==> src/rtl/serial_mag_compare_ctrl_pkg.sv <==
// Shared definitions for the serial magnitude comparator controller:
// FSM state encoding, recorded-result encoding and a flag decode helper.
package serial_cmp_pkg;

  localparam int MAX_WIDTH = 64;

  typedef enum logic [1:0] {
    IDLE = 2'd0,
    SCAN = 2'd1,
    HOLD = 2'd2
  } state_t;

  localparam logic [1:0] RES_EQ = 2'd0;
  localparam logic [1:0] RES_LT = 2'd1;
  localparam logic [1:0] RES_GT = 2'd2;

  // Decode a recorded result into the one-hot {eq, lt, gt} flag triple.
  function automatic logic [2:0] res_to_flags(input logic [1:0] res);
    logic [2:0] flags;
    case (res)
      RES_LT:  flags = 3'b010;
      RES_GT:  flags = 3'b001;
      default: flags = 3'b100;
    endcase
    return flags;
  endfunction

endpackage

==> src/rtl/serial_mag_compare_ctrl_if.sv <==
// Operand/result handshake bundle for serial_mag_compare_ctrl.
// slave: the controller side. master: the operand source / result sink side.
interface serial_mag_compare_ctrl_if #(
  parameter int WIDTH = 8
);

  logic             in_valid;
  logic             in_ready;
  logic [WIDTH-1:0] A;
  logic [WIDTH-1:0] B;
  logic             out_valid;
  logic             out_ready;
  logic             AeB;
  logic             AlB;
  logic             AgB;

  modport slave (
    input  in_valid, A, B, out_ready,
    output in_ready, out_valid, AeB, AlB, AgB
  );

  modport master (
    output in_valid, A, B, out_ready,
    input  in_ready, out_valid, AeB, AlB, AgB
  );

endinterface

==> src/rtl/serial_mag_compare_ctrl_cell.sv <==
// Single-bit magnitude comparator cell shared across all bit positions.
module bit_cmp_cell (
  input  logic a,
  input  logic b,
  output logic eq,
  output logic lt,
  output logic gt
);

  assign eq = ~(a ^ b);
  assign lt = ~a & b;
  assign gt = a & ~b;

endmodule

==> src/rtl/serial_mag_compare_ctrl.sv <==
// Serial magnitude comparator controller: walks one shared 1-bit cell from
// MSB to LSB over two registered operands and reports one-hot EQ/LT/GT.
// Optional macro SERIAL_CMP_EARLY_EXIT_EN: leave SCAN on the first differing
// bit instead of always scanning all WIDTH bits.
module serial_mag_compare_ctrl
  import serial_cmp_pkg::*;
#(
  parameter int WIDTH = 8
) (
  input  logic                      clk,
  input  logic                      rst,
  serial_mag_compare_ctrl_if.slave  bus,
  output logic                      busy
);

  localparam int IDX_W = (WIDTH > 1) ? $clog2(WIDTH) : 1;
  localparam logic [IDX_W-1:0] IDX_TOP = IDX_W'(WIDTH - 1);

  state_t           state;
  logic [IDX_W-1:0] idx;
  logic [WIDTH-1:0] a_q;
  logic [WIDTH-1:0] b_q;
  logic [1:0]       res_q;
  logic             decided_q;
  logic             out_valid_q;
  logic [2:0]       flags_q;

  logic cell_a, cell_b;
  logic cell_eq, cell_lt, cell_gt;
  logic [1:0] scan_res;
  logic scan_done;

  // The cell only sees real data while scanning and before a difference is
  // recorded; otherwise its inputs sit at 0 so it never toggles.
  assign cell_a = (state == SCAN) && !decided_q && a_q[idx];
  assign cell_b = (state == SCAN) && !decided_q && b_q[idx];

  bit_cmp_cell u_cell (
    .a  (cell_a),
    .b  (cell_b),
    .eq (cell_eq),
    .lt (cell_lt),
    .gt (cell_gt)
  );

  // Result after this SCAN cycle: the first recorded difference always wins.
  always_comb begin
    scan_res = res_q;
    if (!decided_q) begin
      if (cell_gt)
        scan_res = RES_GT;
      else if (cell_lt)
        scan_res = RES_LT;
    end
  end

`ifdef SERIAL_CMP_EARLY_EXIT_EN
  assign scan_done = (idx == '0) || !cell_eq;
`else
  assign scan_done = (idx == '0);
`endif

  assign bus.in_ready  = (state == IDLE) && !rst;
  assign bus.out_valid = out_valid_q;
  assign bus.AeB       = flags_q[2];
  assign bus.AlB       = flags_q[1];
  assign bus.AgB       = flags_q[0];
  assign busy          = (state == SCAN);

  // Controller FSM with registered result outputs.
  always_ff @(posedge clk) begin
    if (rst) begin
      state       <= IDLE;
      idx         <= '0;
      a_q         <= '0;
      b_q         <= '0;
      res_q       <= RES_EQ;
      decided_q   <= 1'b0;
      out_valid_q <= 1'b0;
      flags_q     <= 3'b000;
    end else begin
      case (state)
        IDLE: begin
          if (bus.in_valid) begin
            a_q       <= bus.A;
            b_q       <= bus.B;
            idx       <= IDX_TOP;
            res_q     <= RES_EQ;
            decided_q <= 1'b0;
            state     <= SCAN;
          end
        end
        SCAN: begin
          res_q <= scan_res;
          if (!cell_eq)
            decided_q <= 1'b1;
          if (scan_done) begin
            state       <= HOLD;
            out_valid_q <= 1'b1;
            flags_q     <= res_to_flags(scan_res);
          end else begin
            idx <= idx - IDX_W'(1);
          end
        end
        HOLD: begin
          if (bus.out_ready) begin
            state       <= IDLE;
            out_valid_q <= 1'b0;
            flags_q     <= 3'b000;
          end
        end
        default: begin
          state       <= IDLE;
          out_valid_q <= 1'b0;
          flags_q     <= 3'b000;
        end
      endcase
    end
  end

endmodule
==> src/flat_wrapper.sv <==
// flat-port wrapper written by rule: the top's interface ports become plain ports
module serial_mag_compare_ctrl_flat import serial_cmp_pkg::*;
#(
  parameter int WIDTH = 8
)
  (clk, rst, busy, bus_in_valid, bus_A, bus_B, bus_out_ready, bus_in_ready, bus_out_valid, bus_AeB, bus_AlB, bus_AgB);
  serial_mag_compare_ctrl_if #(.WIDTH(WIDTH)) bus_i ();
  input  logic clk;
  input  logic rst;
  output logic busy;
  input wire logic [$bits(bus_i.in_valid)-1:0] bus_in_valid;
  input wire logic [$bits(bus_i.A)-1:0] bus_A;
  input wire logic [$bits(bus_i.B)-1:0] bus_B;
  input wire logic [$bits(bus_i.out_ready)-1:0] bus_out_ready;
  output wire logic [$bits(bus_i.in_ready)-1:0] bus_in_ready;
  output wire logic [$bits(bus_i.out_valid)-1:0] bus_out_valid;
  output wire logic [$bits(bus_i.AeB)-1:0] bus_AeB;
  output wire logic [$bits(bus_i.AlB)-1:0] bus_AlB;
  output wire logic [$bits(bus_i.AgB)-1:0] bus_AgB;
  assign bus_i.in_valid = bus_in_valid;
  assign bus_i.A = bus_A;
  assign bus_i.B = bus_B;
  assign bus_i.out_ready = bus_out_ready;
  assign bus_in_ready = bus_i.in_ready;
  assign bus_out_valid = bus_i.out_valid;
  assign bus_AeB = bus_i.AeB;
  assign bus_AlB = bus_i.AlB;
  assign bus_AgB = bus_i.AgB;
  serial_mag_compare_ctrl #(.WIDTH(WIDTH)) u_core (.clk(clk), .rst(rst), .bus(bus_i), .busy(busy));
endmodule
==> config.mk <==
export PLATFORM = sky130hd
export DESIGN_NAME = serial_mag_compare_ctrl_flat
export DESIGN_NICKNAME = d
export VERILOG_FILES = /design/src/rtl/serial_mag_compare_ctrl_pkg.sv /design/src/rtl/serial_mag_compare_ctrl_if.sv /design/src/rtl/serial_mag_compare_ctrl_cell.sv /design/src/rtl/serial_mag_compare_ctrl.sv /design/src/flat_wrapper.sv
export SDC_FILE = /design/constraint.sdc
export NUM_CORES = 1
export LEC_CHECK = 0
export CORE_ASPECT_RATIO = 0.75
export CORE_MARGIN = 2
export CORE_UTILIZATION = 40
export CTS_BUF_LIST = sky130_fd_sc_hd__clkbuf_16
export DETAILED_ROUTE_END_ITERATION = 10
export SLEW_MARGIN = 25
export SYNTH_ARGS = -nofsm -noshare
export SYNTH_HDL_FRONTEND = slang
export SYNTH_SLANG_ARGS = --single-unit
==> constraint.sdc <==
create_clock -name clk -period 6.4 [get_ports clk]
set_input_delay 1.28 -clock clk [delete_from_list [all_inputs] [get_ports clk]]
set_output_delay 1.28 -clock clk [all_outputs]
set_load 0.03 [all_outputs]
; ---- After elaboration in Yosys (flattened, before gate mapping)
; Index checks and enable logic that the tools add are counted.
; Widths: inputs -> output; s select.
[op_classes]
add_sub_neg = 1
mux = 26
reduce_logical = 15
eq_ne = 9
n_bitwise = 6
n_lt_le_gt_ge = 1
[ops]
columns = op, n
row1 = $mux 2, 7
row2 = $mux 3, 4
row3 = $pmux 3 s2, 2
row4 = $reduce_and 3->1, 4
row5 = $pmux 3 s3, 1
row6 = $bmux 1 s3, 2
row7 = $mux 1, 6
row8 = $ne 2x2->1 const B, 3
row9 = $pmux 2 s3, 1
row10 = $eq 2x1->1 const B, 2
row11 = $eq 2x2->1 const B, 2
row12 = $logic_and 1x1->1, 4
row13 = $lt 3x4->1 const B, 1
row14 = $ne 2x1->1 const B, 2
row15 = $pmux 2 s2, 1
row16 = $reduce_and 2->1, 2
row17 = $logic_not 3->1, 1
row18 = $not 1->1, 3
row19 = $pmux 1 s3, 1
row20 = $sub 3x1->3 const B, 1
row21 = $and 1x1->1, 2
row22 = $logic_not 1->1, 2
row23 = $logic_not 2->1, 1
row24 = $pmux 1 s2, 1
row25 = other kinds (2), 2
[word_totals]
elab_cells = 66
reg_bits = 28
out_inout_bits = 6
in_bits = 20

; ---- Longest topological paths before layout
; Gate-level depths: netlist (run 1).
[logic_depth]
word_depth = 12
ltp_mapped = 11

; ---- Modules after synthesis
; Synthesis (run 1) repeated with hierarchy kept, for this count alone.
[hier_totals]
hier_cells = 153
hier_area_um2 = 1372.6
[by_module_without_submodules]
columns = mod, n_inst, area_each_um2, cells_each, seq_area_each_um2
row1 = serial_mag_compare_ctrl, 1, 1340.0, 149, 560.5
row2 = bit_cmp_cell, 1, 32.5, 4, 0.0

; ---- Worst setup path after synthesis (run 1)
; Ideal clock, no wire load.
[synth_path]
path_kind = input port to output port
start = input rst
end = output bus_in_ready
n_path_buf = 1
arrival_ps = 2121
cell_stages = 2
t_required_ps = 5120
path_slack_ps = 2999
path_cell_list = clkbuf_1 -> nor3_1
[synth_between]
elab_chain_cells = 2
[synth_rtl]
columns = element, line_no
row1 = "start, declared", flat_wrapper.sv:9  ; input logic rst;
row2 = $logic_not 1->1, serial_mag_compare_ctrl.sv:63  ; assign bus.in_ready = (state == IDLE) && !rst;
row3 = $logic_and 1x1->1, serial_mag_compare_ctrl.sv:63
row4 = "end, declared", flat_wrapper.sv:15  ; output wire logic [$bits(bus_i.in_ready)-1:0] bus_in_ready;
; Every way passes these cells.

; ---- Worst setup path in the final report (run 1)
; Ends and elaborated chain as after synthesis.

==> results.json, run 1 <==
{
  "synth_edf_count": 0,
  "maxCapViolations": 0,
  "cts_tree": "built",
  "holdPathEnd": "u_core.bus.out_valid",
  "fin_crit_sh_pct": 71.0,
  "routed_wl_mm": 2.54,
  "antenna_cells": 0,
  "antenna_found_initial": 0,
  "cp.arrival_ps": 3260,
  "htreeDepth": 1,
  "async_reset_ff_share_pct": 0,
  "worst-r2r-cell-count": 8,
  "grt_usage_pct": 16.3,
  "finalHoldViolations": 0,
  "yosysSeqAreaShare_pct": 43.2,
  "synth_top_flop_cell": "dfxtp_1",
  "syn2layout_area_growth_pct": 25.3,
  "via_count": 1076,
  "drive_gt1_share_pct": 3.41,
  "worst_setup_path_end_kind": "output pin",
  "instances_no_fill": 214,
  "path_clk_slew_ps": 60,
  "ys_ff_latch": 28,
  "boundaryPins": 26,
  "grt_pass1_wl_mm": 4.75,
  "yosys-top-cells-area": "dfxtp_1 (43%), nand2_1 (10%), a21oi_1 (8.5%)",
  "clock_sinks": 28,
  "setup_viol_count_final": 0,
  "p_per_area_nw_per_um2": 261,
  "antenna_left": 0,
  "grt_start_max_net_pins": 28,
  "fin_skew_ps": 1.66,
  "grt_overflow": 0,
  "cts_hold_buf": 0,
  "rsz0062_at_grt": "false",
  "synth_cells": 156,
  "die_area_um2": 3720,
  "wl_per_cell_um": 11.8,
  "fmax_ghz": 0.220,
  "ys_types": 26,
  "r2r_slack_ps": 3750,
  "numPortBuffers": 25,
  "synth_commonest_cells": "nand2_1 (36), dfxtp_1 (28), a21oi_1 (22)",
  "pre_cts_ws_ps": 1850,
  "maxSlewViolCount": 0,
  "fp.coreArea_um2": 3020,
  "cp_data_required_time_ps": 5120,
  "min_from": "u_core.bus.out_valid",
  "dieHeight_um": 53.3,
  "worstReg2RegEnd": "u_core.flags_q[2]",
  "crit_fanout": 27,
  "r2r-start": "u_core.idx[1]",
  "slew_headroom_pct": 34.1,
  "clk_latency_ps": 260,
  "ys_warn_count": 0,
  "peakVddDrop_mv": 0.143,
  "drc": 0,
  "root_buffer": "clkbuf_16",
  "synth_nets": 182,
  "cts_max_path_buffers": 2,
  "nets": 203,
  "status": "finished clean",
  "setup_tns_ps": 0,
  "startpoint_type": "input pin",
  "min_period_ps": 4540,
  "drt_pass1_iterations": 4,
  "whs_path_depth": 1,
  "synth.most_common_cell": "nand2_1",
  "synth_area_leader_cell": "dfxtp_1",
  "worst_slack_ps": 1860,
  "hpwlAfterDp_mm": 1.92,
  "grt_pass1_vias": 1086,
  "worstSetupPathType": "in2out",
  "die_w_um": 69.7,
  "holdCritPathClass": "reg2reg",
  "syn_area_um2": 1300,
  "worstMarginPinSlew_ps": 986,
  "drt_iter0_drc": 34,
  "cts_resized": 0,
  "vias_per_cell": 5.03,
  "placed_cells": 210,
  "post-cts-setup-buffers": 0,
  "gp_congestion": 0.733,
  "cts_buffers": 3,
  "rows": 17,
  "avgSynthCellArea_um2": 8.31,
  "netlist.area_leader.share_pct": 43.2,
  "start_util_pct": 42.9,
  "p_leak_nw": 0.620
}
[how the worst max path moves through the flow]
stage | slack, ps | from | to | depth (start not counted)
global placement | 1890 | rst | bus_in_ready | 3
global route | 1740 | rst | bus_in_ready | 3
detailed placement | 1850 | rst | bus_in_ready | 3
CTS | 1860 | rst | bus_in_ready | 3
floorplan | 3000 | rst | bus_in_ready | 2
finish | 1860 | rst | bus_in_ready | 3
[sequential cells by signal, indices dropped and copies added, names as in the netlist]
register              count
u_core.a_q                8
u_core.decided_q          1
u_core.flags_q            3
u_core.idx                3
u_core.res_q              2
u_core.state              2
u_core.b_q                8
u_core.bus.out_valid      1
[per-stage QoR]
step	area [um2]	hold slack [ps]	power, W	util (%)
after CTS	1620	456	0.000429	53.8
after global placement	1550	437	0.000288	51.2
after global routing	1620	472	0.000452	53.8
final	1620	452	0.000424	53.8
after floorplan	1300	433	0.000263	-
after detailed placement	1550	445	0.000290	51.2
[per-layer routing]
layer  share of wire, %  global-route usage (%)
met1                 52                    21.2
met2                 43                    27.7
met3                4.9                    4.95
met4               0.28                    1.92
met5                  0                       0
[cells by family after synthesis]
| kind of cell | count (synthesis) | synth area share (%) |
|---|---|---|
| and+or+nand+nor | 62 | 20.2 |
| AOI/OAI and AO/OA | 37 | 17.7 |
| DFF | 28 | 43.2 |
| buffers and inverters | 16 | 5.79 |
| muxes | 7 | 7.34 |
| adders and majority gates | 6 | 5.79 |
[area by class of cell]
class / instances / area (um2)
Inverter: 7 / 26.3
Sequential cell: 28 / 561
Timing Repair Buffer: 25 / 250
Clock buffer: 3 / 75.1
Multi-Input combinational cell: 112 / 661
Fill cell: 293 / 1400
Clock inverter: 1 / 3.75
Tap cell: 38 / 47.5
[critical path, stage by stage]
cell and delay, ps:
clkdlybuf4s50_1 910, nor3_1 350, clkdlybuf4s50_1 720
[power by group]
| group | switching [W] | total (W) | leakage, nW | internal (W) |
|---|---|---|---|---|
| Combinational | 0.0000454 | 0.0000849 | 0.352 | 0.0000395 |
| Sequential | 0.0000132 | 0.000201 | 0.230 | 0.000187 |
| Clock | 0.0000547 | 0.000138 | 0.0385 | 0.0000836 |
| Total | 0.000113 | 0.000424 | 0.620 | 0.000310 |
[cells in the final DEF (no fill, tap or decap)]
master / netlist / routed
ha_1: 6 / 6
o2111ai_1: 2 / 2
o2111a_1: 2 / 2
a211oi_1: 1 / 1
nand2b_1: 3 / 3
a21oi_1: 22 / 22
o21ai_0: 3 / 3
clkinv_1: 0 / 1
a21o_1: 1 / 1
mux4_2: 2 / 2
a22oi_1: 2 / 2
nor2b_1: 2 / 2
dfxtp_1: 28 / 28
nand2_1: 36 / 36
nor2_1: 13 / 13
o21a_1: 1 / 1
inv_1: 7 / 7
nor3_2: 1 / 1
nand3_1: 3 / 3
clkdlybuf4s50_1: 0 / 25
nor3_1: 3 / 3
and2_1: 1 / 1
a22o_1: 3 / 3
mux2i_1: 5 / 5
clkbuf_16: 0 / 3
(Power assumes the default switching activity.)
==> run 2, diff against run 1 <==
clock period = 4.7 ns   (was 6.4 ns; I/O delays follow)
==> results.json, run 2 (synthesis gave the netlist of run 1 again) <==
{
  "via_count": 1094,
  "dieHeight_um": 53.3,
  "start_util_pct": 42.9,
  "p_sw_w": 0.000159,
  "worst_slack_ps": 1340,
  "htreeDepth": 1,
  "slew_headroom_pct": 58.9,
  "instances_no_fill": 215,
  "status": "finished clean",
  "seq_power_share_pct": 47.0,
  "cts_buffers": 3,
  "setup_viol_count_final": 0,
  "worstPathCellList": "clkdlybuf4s50_1 > buf_4 > nor3_1 > clkdlybuf4s50_1",
  "swShare_pct": 27.3,
  "boundaryPins": 26,
  "grt_overflow": 0,
  "numPortBuffers": 25,
  "rows": 17,
  "path_clk_slew_ps": 70,
  "layout_commonest_cell": "nand2_1",
  "grt_pass1_vias": 1062,
  "crit_path_top_delay_cell": "clkdlybuf4s50_1",
  "p_per_area_nw_per_um2": 357,
  "maxSlewViolCount": 0,
  "wl_per_cell_um": 12.5,
  "largestRegisters": "u_core.a_q x8, u_core.b_q x8",
  "fp.coreArea_um2": 3020,
  "drt_pass1_iterations": 4,
  "syn2layout_area_growth_pct": 25.9,
  "finalHoldViolations": 0,
  "maxCapViolations": 0,
  "antenna_cells": 0,
  "antenna_left": 0,
  "setup_tns_ps": 0,
  "placed_cell_area_um2": 1550,
  "grt_start_max_net_pins": 28,
  "placed_cells": 211,
  "pre_cts_ws_ps": 1340,
  "vias_per_cell": 5.09,
  "p_leak_nw": 0.625,
  "cts_tree": "built",
  "worst_setup_path_end_kind": "output pin",
  "gp_congestion": 0.749,
  "min_period_ps": 3360,
  "worstMarginPinSlew_ps": 615,
  "grt_pass1_wl_mm": 4.80,
  "cpPeakStageDelay_ps": 690,
  "grt_usage_pct": 16.5,
  "setup.worst_path.start": "rst",
  "nets": 204,
  "holdCritPathClass": "reg2reg",
  "rsz0062_at_grt": "false",
  "drive_gt1_share_pct": 3.95,
  "layout_common_cells": "nand2_1 (36), dfxtp_1 (28), clkdlybuf4s50_1 (25), a21oi_1 (22), nor2_1 (13)",
  "startpoint_type": "input pin",
  "clk_latency_ps": 260,
  "worstSetupPathType": "in2out",
  "min_from": "u_core.b_q[4]",
  "cpMostUsedCell": "clkdlybuf4s50_1",
  "cp_num_buf_inv": 3,
  "hpwlAfterDp_mm": 1.95,
  "fin_skew_ps": 3.26,
  "cts_hold_buf": 0,
  "drc": 0,
  "pwr-share-comb_pct": 19.9,
  "p_int_w": 0.000423,
  "path_delay_family": "buffers and inverters",
  "clkPwrFrac_pct": 33.1,
  "r2r-start": "u_core.idx[1]",
  "cp_data_required_time_ps": 3760,
  "peakVddDrop_mv": 0.212,
  "final_area_um2": 1630,
  "clock_sinks": 28,
  "cts_resized": 0,
  "post-cts-setup-buffers": 0,
  "cts_max_path_buffers": 2,
  "root_buffer": "clkbuf_16",
  "fin_crit_sh_pct": 71.5,
  "cp.arrival_ps": 2420,
  "drt_iter0_drc": 56,
  "die_area_um2": 3720,
  "die_w_um": 69.7,
  "crit_fanout": 27,
  "routed_wl_mm": 2.70,
  "antenna_found_initial": 0,
  "fmax_ghz": 0.297
}
-- run 2: changes by cell type in the layout (fill, tap and decap cells not counted), sizes merged --
cell  previous run  this run
buf              0         1
-- run 2: through the flow --
stage	power (W)	hold WS, ps	util (%)
after floorplan	0.000358	433	-
after global placement	0.000392	436	51.4
after detailed placement	0.000395	446	51.4
after CTS	0.000587	455	54.0
after global routing	0.000617	480	54.0
final	0.000582	455	54.0
-- run 2: path summary, 6_finish.rpt --
check / endpoint / slack, ps / depth (start not counted)
setup / recovery: bus_in_ready / 1340 / 4
hold / removal: u_core.b_q[4] / 450 / 2
setup reg to reg: u_core.flags_q[2] / 2060 / 8
hold reg to reg: u_core.b_q[4] / 450 / 2
-- run 2: worst reg2reg max path: cells and delay by family, from the launching register on --
kind | cells | cell delay, ps
DFF | 1 | 580
AOI/OAI and AO/OA | 3 | 720
and+or+nand+nor | 1 | 130
buffers and inverters | 1 | 80
adders and majority gates | 2 | 450
muxes | 1 | 580
-- run 2: power groups by stage --
stage                     Sequential [W]  Clock, W  Combinational [W]
after floorplan                 0.000271         0          0.0000872
after global placement          0.000278         0           0.000114
after detailed placement        0.000279         0           0.000116
after CTS                       0.000274  0.000197           0.000117
after global routing            0.000277  0.000208           0.000132
final                           0.000274  0.000192           0.000116
-- run 2: final cells by class --
class,count,area (um2)
tap,38,47.5
inverter,7,26.3
clock buffer,3,75.1
multi-input combinational,112,661
timing repair buffer,26,258
fill,269,1390
sequential,28,561
clock inverter,1,3.75
-- run 2: layer usage --
metal | vias up | global-route usage [%] | wire, um
met1 | 505 | 21.5 | 1380
met5 | - | 0 | 0
li1 | 568 | - | -
met3 | 2 | 4.57 | 114
met2 | 19 | 27.9 | 1190
met4 | 0 | 3.21 | 17
==> run 3, diff against run 2 <==
clock period = 3.3 ns   (was 4.7 ns; I/O delays follow)
==> results.json, run 3 (synthesis gave the netlist of run 1 again) <==
{
  "fmax_ghz": 0.388,
  "antenna_cells": 0,
  "p_leak_nw": 0.630,
  "worstMarginPinSlew_ps": 637,
  "drt_pass1_iterations": 4,
  "cts_tree": "built",
  "cpMostUsedCell": "clkdlybuf4s50_1",
  "die_area_um2": 3720,
  "finalHoldViolations": 0,
  "worstSetupPathType": "in2out",
  "num-fill-cells": 289,
  "grt_start_max_net_pins": 27,
  "worst_setup_path_end_kind": "output pin",
  "nets": 205,
  "cts_resized": 0,
  "startpoint_type": "input pin",
  "largestRegisters": "u_core.a_q x8, u_core.b_q x8",
  "worst_slack_ps": 726,
  "hpwlAfterDp_mm": 1.96,
  "gp_congestion": 0.780,
  "wl_per_cell_um": 12.3,
  "cp_data_required_time_ps": 2640,
  "pre_cts_ws_ps": 713,
  "htreeDepth": 1,
  "worstPathCellList": "clkdlybuf4s50_1 > nor3_1 > clkdlybuf4s50_1",
  "fin_skew_ps": 4.15,
  "layout_commonest_cell": "nand2_1",
  "multi_input_area_um2": 661,
  "syn2layout_area_growth_pct": 26.4,
  "peakVddDrop_mv": 0.330,
  "drc": 0,
  "maxCapViolations": 0,
  "start_util_pct": 42.9,
  "placed_cells": 212,
  "instances_no_fill": 216,
  "fin_crit_sh_pct": 78.0,
  "cts_hold_buf": 0,
  "post-cts-setup-buffers": 0,
  "setup.worst_path.start": "rst",
  "layout_common_cells": "nand2_1 (36), dfxtp_1 (28), clkdlybuf4s50_1 (25), a21oi_1 (22), nor2_1 (13)",
  "holdCritPathClass": "reg2reg",
  "crit_fanout": 2,
  "drt_iter0_drc": 80,
  "grt_pass1_vias": 1067,
  "grt_pass1_wl_mm": 4.82,
  "cpPeakStageDelay_ps": 690,
  "via_count": 1113,
  "min_from": "u_core.a_q[0]",
  "clk_latency_ps": 260,
  "hold_ws_ps": 454,
  "maxSlewViolCount": 0,
  "status": "finished clean",
  "cp.arrival_ps": 1910,
  "rows": 17,
  "antenna_left": 0,
  "setup_viol_count_final": 0,
  "clock_sinks": 28,
  "root_buffer": "clkbuf_16",
  "register_area_um2": 561,
  "drive_gt1_share_pct": 4.49,
  "numPortBuffers": 25,
  "fp.coreArea_um2": 3020,
  "die_w_um": 69.7,
  "cts_max_path_buffers": 2,
  "p_per_area_nw_per_um2": 504,
  "boundaryPins": 26,
  "dieHeight_um": 53.3,
  "grt_usage_pct": 16.6,
  "crit_path_top_delay_cell": "clkdlybuf4s50_1",
  "rsz0062_at_grt": "false",
  "grt_overflow": 0,
  "slew_headroom_pct": 57.4,
  "path_clk_slew_ps": 60,
  "routed_wl_mm": 2.66,
  "min_period_ps": 2570,
  "vias_per_cell": 5.15,
  "cts_buffers": 3,
  "r2r-start": "u_core.idx[2]",
  "antenna_found_initial": 0,
  "setup_tns_ps": 0
}
==> run 3: changes by cell type in the layout (fill, tap and decap cells not counted) <==
cell,before,now
buf_4,1,2
==> run 3: final timing paths <==
kind,end,slack (ps),cells after the start
worst max-delay path,bus_in_ready,730,3
worst min-delay path,u_core.a_q[0],450,2
worst max register to register,u_core.flags_q[2],890,8
worst min register to register,u_core.a_q[0],450,2
==> run 3: worst max-delay path, delay by kind of cell <==
family                 cells  cell delay (ps)
buffers and inverters      2             1120
AND/OR/NAND/NOR            1              130
==> run 3: final cells by class <==
cell class | count | area share [%]
clock buffer | 3 | 4.58
clock inverter | 1 | 0.229
multi-input combinational | 112 | 40.3
tap | 38 | 2.90
inverter | 7 | 1.60
timing repair buffer | 27 | 16.2
sequential | 28 | 34.2
==> run 3: stage by stage <==
stage / area [um2] / power (W) / util [%]
finish: 1640 / 0.000827 / 54.3
global route: 1640 / 0.000878 / 54.3
CTS: 1640 / 0.000837 / 54.3
detailed placement: 1560 / 0.000566 / 51.7
global placement: 1560 / 0.000562 / 51.7
floorplan: 1300 / 0.000510 / -
==> run 3: power breakdown <==
group          total (W)  internal [W]  switching [W]  leakage (nW)
Combinational   0.000174     0.0000792      0.0000951         0.362
Sequential      0.000386      0.000363      0.0000221         0.230
Clock           0.000267      0.000162       0.000105        0.0385
Total           0.000827      0.000605       0.000222         0.630
==> run 3: metal layers <==
metal	wire (um)	vias to the layer above	GRT usage (%)
li1	-	571	-
met1	1350	517	21.1
met2	1150	23	27.1
met3	148	2	6.10
met4	7	0	3.85
met5	0	-	0
